File: config.mk
export PLATFORM = sky130hd
export DESIGN_NAME = if_prefetch_queue
export DESIGN_NICKNAME = d
export VERILOG_FILES = /design/src/rtl/if_prefetch_queue.sv
export SDC_FILE = /design/constraint.sdc
export NUM_CORES = 1
export LEC_CHECK = 0
export CAP_MARGIN = 40
export CORE_MARGIN = 8
export CORE_UTILIZATION = 50
export CTS_CLUSTER_DIAMETER = 200
export DETAILED_ROUTE_END_ITERATION = 8
export PLACE_DENSITY_LB_ADDON = 0.1
export SLEW_MARGIN = 20
export SYNTH_ARGS = -nofsm -noshare
export SYNTH_HDL_FRONTEND = slang
export SYNTH_SLANG_ARGS = --single-unit
File: constraint.sdc
create_clock -name clk -period 3.25 [get_ports clk]
set_input_delay 0.325 -clock clk [delete_from_list [all_inputs] [get_ports clk]]
set_output_delay 0.325 -clock clk [all_outputs]
set_load 0.02 [all_outputs]
File: src/rtl/if_prefetch_queue.sv
// -----------------------------------------------------------------------------
// if_prefetch_queue
//   Instruction prefetch queue that sits directly upstream of the IF stage.
//   It issues sequential word fetches to a variable-latency instruction memory
//   (req/ack), buffers up to DEPTH {pc,inst} pairs and presents the head entry
//   to the CPU. A redirect from ID flushes the queue and restarts fetching at
//   the new address; a fetch that is already outstanding is drained and its
//   data thrown away.
//
//   Optional build macro: IFQ_BYPASS_EN
//     defined   - when the queue is empty and a fetch is acked, the returning
//                 word is forwarded combinationally to inst_out/pc_out.
//     undefined - outputs come only from the registered queue head.
//
// Ports
//   clk, rst            clock (rising edge), asynchronous active-low reset
//   redirect            ID resolved a taken branch/jump this cycle
//   redirect_pc[31:0]   new fetch address, bits [1:0] ignored
//   cpu_stall           1 = CPU does not consume the head this cycle
//   inst_out[31:0]      head instruction (32'hffffffff when nothing valid)
//   pc_out[31:0]        address of inst_out (fetch pc when queue empty)
//   inst_valid          inst_out holds a real instruction
//   mem_req             fetch request, held until mem_ack
//   mem_addr[31:0]      fetch address, word aligned, stable while mem_req
//   mem_ack             memory returns mem_rdata for the held request
//   mem_rdata[31:0]     fetched instruction
//   occupancy           number of valid entries in the queue
//   o_dbg_state[1:0]    fetch FSM state (0 IDLE, 1 WAIT, 2 DROP)
//
// Handshake: mem_req rises with mem_addr valid and both stay constant until a
//   cycle in which mem_ack=1; that cycle completes the transfer (ack in the
//   first cycle of the request is allowed). The CPU side consumes the head on
//   every rising edge where inst_valid=1 and cpu_stall=0.
// -----------------------------------------------------------------------------
module if_prefetch_queue #(
  parameter int          DEPTH    = 4,
  parameter logic [31:0] RESET_PC = 32'h00400000
) (
  input  logic                     clk,
  input  logic                     rst,
  input  logic                     redirect,
  input  logic [31:0]              redirect_pc,
  input  logic                     cpu_stall,
  output logic [31:0]              inst_out,
  output logic [31:0]              pc_out,
  output logic                     inst_valid,
  output logic                     mem_req,
  output logic [31:0]              mem_addr,
  input  logic                     mem_ack,
  input  logic [31:0]              mem_rdata,
  output logic [$clog2(DEPTH):0]   occupancy,
  output logic [1:0]               o_dbg_state
);

  localparam int AW = $clog2(DEPTH);
  localparam int OW = AW + 1;
  localparam logic [OW-1:0] DEPTH_C = OW'(DEPTH);

  typedef enum logic [1:0] {
    S_IDLE = 2'd0,
    S_WAIT = 2'd1,
    S_DROP = 2'd2
  } state_t;

  state_t         r_state;
  state_t         w_state_nxt;

  logic [31:0]    r_pc_q   [DEPTH];
  logic [31:0]    r_inst_q [DEPTH];
  logic [AW-1:0]  r_head;
  logic [AW-1:0]  r_tail;
  logic [OW-1:0]  r_occ;
  logic [31:0]    r_fpc;     // next sequential fetch address
  logic [31:0]    r_addr;    // address of the request on the bus

  logic           w_empty;
  logic           w_ack_wait;
  logic           w_bypass;
  logic           w_pop;
  logic           w_push;
  logic           w_issue;
  logic [OW-1:0]  w_occ_nxt;
  logic [31:0]    w_fpc_nxt;

  assign w_empty    = (r_occ == '0);
  assign w_ack_wait = (r_state == S_WAIT) && mem_ack;

`ifdef IFQ_BYPASS_EN
  // Forward the returning word straight to the CPU when nothing is queued.
  assign w_bypass = w_empty && w_ack_wait && !redirect;
`else
  assign w_bypass = 1'b0;
`endif

  // A bypassed word that the CPU takes this cycle never enters the queue;
  // if the CPU stalls it is stored like any other fetch.
  assign w_pop  = !w_empty && !cpu_stall && !redirect;
  assign w_push = w_ack_wait && !redirect && !(w_bypass && !cpu_stall);

  always_comb begin
    w_occ_nxt = r_occ;
    if (redirect) begin
      w_occ_nxt = '0;
    end else if (w_push && !w_pop) begin
      w_occ_nxt = r_occ + OW'(1);
    end else if (!w_push && w_pop) begin
      w_occ_nxt = r_occ - OW'(1);
    end
  end

  always_comb begin
    w_fpc_nxt = r_fpc;
    if (redirect) begin
      w_fpc_nxt = {redirect_pc[31:2], 2'b00};
    end else if (w_ack_wait) begin
      w_fpc_nxt = r_fpc + 32'd4;
    end
  end

  // ---------------------------------------------------------------------------
  // FSM: state register
  // ---------------------------------------------------------------------------
  always_ff @(posedge clk or negedge rst) begin
    if (!rst) begin
      r_state <= S_IDLE;
    end else begin
      r_state <= w_state_nxt;
    end
  end

  // ---------------------------------------------------------------------------
  // FSM: next state
  //   A new request is only started when the queue will still have room for
  //   its data, counting the request itself, so the queue cannot overflow.
  // ---------------------------------------------------------------------------
  always_comb begin
    w_state_nxt = r_state;
    case (r_state)
      S_IDLE: begin
        if (!redirect && (r_occ < DEPTH_C)) begin
          w_state_nxt = S_WAIT;
        end
      end
      S_WAIT: begin
        if (redirect) begin
          w_state_nxt = mem_ack ? S_IDLE : S_DROP;
        end else if (mem_ack) begin
          w_state_nxt = (w_occ_nxt < DEPTH_C) ? S_WAIT : S_IDLE;
        end
      end
      S_DROP: begin
        // The stale request completes; a redirect here only moves r_fpc.
        if (mem_ack) begin
          w_state_nxt = S_IDLE;
        end
      end
      default: w_state_nxt = S_IDLE;
    endcase
  end

  // ---------------------------------------------------------------------------
  // FSM: outputs
  // ---------------------------------------------------------------------------
  always_comb begin
    mem_req     = (r_state != S_IDLE);
    o_dbg_state = r_state;
  end

  // A fresh bus address is loaded whenever a new request begins.
  assign w_issue = (w_state_nxt == S_WAIT) && ((r_state == S_IDLE) || w_ack_wait);

  // ---------------------------------------------------------------------------
  // Queue pointers, occupancy and fetch address
  // ---------------------------------------------------------------------------
  always_ff @(posedge clk or negedge rst) begin
    if (!rst) begin
      r_head <= '0;
      r_tail <= '0;
      r_occ  <= '0;
      r_fpc  <= RESET_PC;
      r_addr <= RESET_PC;
    end else begin
      r_occ <= w_occ_nxt;
      r_fpc <= w_fpc_nxt;
      if (w_issue) begin
        r_addr <= w_fpc_nxt;
      end
      if (redirect) begin
        r_head <= '0;
        r_tail <= '0;
      end else begin
        if (w_push) begin
          r_tail <= r_tail + AW'(1);
        end
        if (w_pop) begin
          r_head <= r_head + AW'(1);
        end
      end
    end
  end

  // Storage needs no reset: entries are only read while counted in r_occ.
  always_ff @(posedge clk) begin
    if (w_push) begin
      r_pc_q[r_tail]   <= r_addr;
      r_inst_q[r_tail] <= mem_rdata;
    end
  end

  // ---------------------------------------------------------------------------
  // CPU-facing outputs
  // ---------------------------------------------------------------------------
  always_comb begin
    inst_valid = 1'b0;
    inst_out   = 32'hffffffff;
    pc_out     = r_fpc;
    if (w_bypass) begin
      inst_valid = 1'b1;
      inst_out   = mem_rdata;
      pc_out     = r_addr;
    end else if (!w_empty) begin
      inst_valid = 1'b1;
      inst_out   = r_inst_q[r_head];
      pc_out     = r_pc_q[r_head];
    end
  end

  assign mem_addr  = r_addr;
  assign occupancy = r_occ;

endmodule

==> results.json <==
{
  "status": "complete, no violations",
  "cp-start-kind": "flop",
  "dp.final_hpwl_um": 20700,
  "via_count": 7730,
  "finClkSkew_ns": 0.0122,
  "area_growth_pct": 26.1,
  "peakVddDrop_mv": 0.608,
  "setup_slack_ns": 0.139,
  "clk_pin_slew_ns": 0.06,
  "power.density_nw_per_um2": 896,
  "ys_warn_count": 0,
  "remaining_drc_errors": 0,
  "dieArea_um2": 32500,
  "cap_violations": 0,
  "finalCritPeriodShare_pct": 95.7,
  "insertion_delay_ns": 0.50,
  "tightest_slew_ns": 0.707,
  "viasPerCell": 5.59,
  "synth_seq_cells": 329,
  "root_buffer": "clkbuf_16",
  "first_pass_iters": 6,
  "die_h_um": 180,
  "grt_pass1_wl_um": 48800,
  "arrival_ns": 2.79,
  "diodes": 0,
  "cts_buffer_depth": 3,
  "final_hold_viol_count": 0,
  "ant_nets": 0,
  "core_area_um2": 26700,
  "syn-num-nets": 888,
  "gr-total-overflow": 0,
  "worstPathMaxFanout": 11,
  "grt_max_degree": 52,
  "grtUsageTotal_pct": 19.3,
  "drtIter0Drc": 488,
  "syn-cell-area_um2": 13500,
  "r2r_start": "occupancy[0]",
  "max_freq_mhz": 321,
  "cts_num_sinks": 329,
  "initial_utilization_pct": 50.5,
  "rows": 60,
  "hold_path_class": "in2async",
  "finalSetupViolCount": 0,
  "htreeDepth": 2,
  "crit_family": "buffers and inverters",
  "finalPower_uw": 15200,
  "io_pins": 172,
  "drive_above_1_share_pct": 23.4,
  "dominantRegCellSynth": "edfxtp_1",
  "crit_required_ns": 2.92,
  "cp-end-kind": "primary output",
  "max_stage_delay_ns": 0.67,
  "dp_slack_ns": 0.525,
  "crit_path_cell_trace": "inv_1 -> ha_1 -> nor2b_4 -> clkinvlp_4 -> o21ai_0 -> clkdlybuf4s50_1",
  "first_global_vias": 8183,
  "avgSynthCellArea_um2": 16.6,
  "wl_per_cell_um": 22.7,
  "critical_path_class": "reg2out",
  "rrSetupSlack_ns": 0.53,
  "cts_buffers": 35,
  "period_needed_ns": 3.11,
  "slew_headroom_pct": 52.8,
  "crit_buf_inv": 3,
  "fin_setup_tns_ns": 0,
  "die-width_um": 180,
  "yosysSeqAreaShare_pct": 70.6,
  "num-nets-final": 1094,
  "leakage_uw": 0.00593,
  "r2r_cells": 8,
  "drt_wl_total_um": 31400,
  "n_fill_cell": 1961,
  "gp_congestion": 0.793,
  "netlist_instances": 811,
  "synth_enable_flop_cells": 256,
  "portBuffers": 169,
  "drv_slew": 0,
  "r2r-end": "mem_addr[8]",
  "antenna_found_initial": 0,
  "ys_types": 45,
  "critPathSlowestCell": "clkdlybuf4s50_1",
  "tritoncts": "built",
  "synthArstFlopShare_pct": 22.2
}
-- power by group --
group          internal, uW  switching [uW]  leakage [uW]
registers              5120             440       0.00318
clock network          2260            1540      0.000537
logic                  2820            3060       0.00222
-- Yosys cell counts (14+ instances only) --
cell      count  area (um^2)
nand2_1     110          413
clkbuf_1     28          105
inv_1        14         52.6
nand4_1      15         93.8
nor2_1       23         86.3
xnor2_1      16          140
mux4_2       64         1440
edfxtp_1    256         7690
or2_2        33          206
o21ai_0      24          120
mux2_2       33          372
dfrtp_1      71         1780
-- area by class of cell --
cell class                      instances  area, um^2  area share, %
Sequential cell                       329        9520           56.0
Inverter                               14        56.3          0.331
Tap cell                              341         427           2.51
Clock inverter                         11         110          0.647
Timing Repair Buffer                  215        2180           12.8
Clock buffer                           50         982           5.77
Multi-Input combinational cell        422        3730           21.9
-- worst max path at each step --
| stage | start | to | slack [ns] | cells after the start |
|---|---|---|---|---|
| 5_1_grt | occupancy[1] | pc_out[12] | -0.006 | 8 |
| 4_1_cts | occupancy[1] | pc_out[27] | -0.007 | 8 |
| 6_report | occupancy[0] | pc_out[30] | 0.14 | 6 |
| 3_5_place_dp | mem_ack | mem_addr[26] | 0.52 | 6 |
| 2_1_floorplan | o_dbg_state[1] | r_inst_q[0][0] | 0.03 | 4 |
| 3_3_place_gp | occupancy[0] | mem_addr[0] | 0.55 | 8 |
-- state kept, by name (all words and copies together), names as in the netlist --
register     flops
r_head           2
mem_addr        32
r_fpc           32
r_pc_q         128
r_inst_q       128
occupancy        3
r_tail           2
o_dbg_state      2
-- worst reg2reg max path, cell delays in order (launching register included) --
cell and delay (ns):
dfrtp_1 0.40, inv_1 0.12, ha_1 0.16, nor2b_4 0.28, nor3_1 0.15, o2111a_1 0.29, o311ai_4 0.56, buf_12 0.27
mux2_2 0.37
-- layer usage --
| layer | wire (um) | track usage [%] |
|---|---|---|
| met3 | 1560 | 3.71 |
| met4 | 642 | 5.49 |
| met5 | 0 | 0 |
| met2 | 15500 | 32.1 |
| met1 | 13700 | 25.8 |
-- cell families after synthesis --
| family | count (synthesis) | synth area share, % |
|---|---|---|
| AND/OR/NAND/NOR | 233 | 8.61 |
| multiplexers | 102 | 13.9 |
| AO/OA/AOI/OAI | 54 | 2.64 |
| XOR/XNOR | 23 | 1.49 |
| buffers and inverters | 60 | 1.95 |
| adder cells (fa/ha/maj) | 10 | 0.891 |
| flip-flops | 329 | 70.6 |
-- timing repair --
action	4_1_cts	5_1_grt
resized for setup	0	5
buffers inserted	0	8
setup endpoints to repair	1	27
endpoints found under the hold margin	20	0
hold buffers	1	0
-- cell usage in the layout (no fill, tap or decap), types with 5 or more instances in the layout --
cell type	n
edfxtp_1	256
a31oi_1	13
mux2_2	33
buf_4	37
or4_1	8
nor2_1	23
xnor2_1	16
clkbuf_16	35
nor4_1	6
or3_1	5
o31ai_1	9
o21ai_0	21
clkdlybuf4s50_1	165
mux4_2	64
nand2_1	110
inv_1	13
nand3_1	6
clkinv_2	6
or2_2	33
ha_1	8
dfrtp_1	69
clkbuf_8	5
clkbuf_1	10
xor2_1	7
buf_12	10
nand4_1	15
nor3_1	7
-- per-stage QoR --
stage | area [um^2] | util (%) | instances | hold WS (ns)
after CTS | 16900 | 63.4 | 1374 | 0.264
after global routing | 17000 | 63.7 | 1382 | 0.292
after floorplan | 13500 | - | 811 | 0.0294
after global placement | 15800 | 59.2 | 1311 | 0.520
final | 17000 | 63.7 | 1382 | 0.267
after detailed placement | 15800 | 59.3 | 1312 | 0.259
Note: power is estimated with default switching activity, not from simulation.
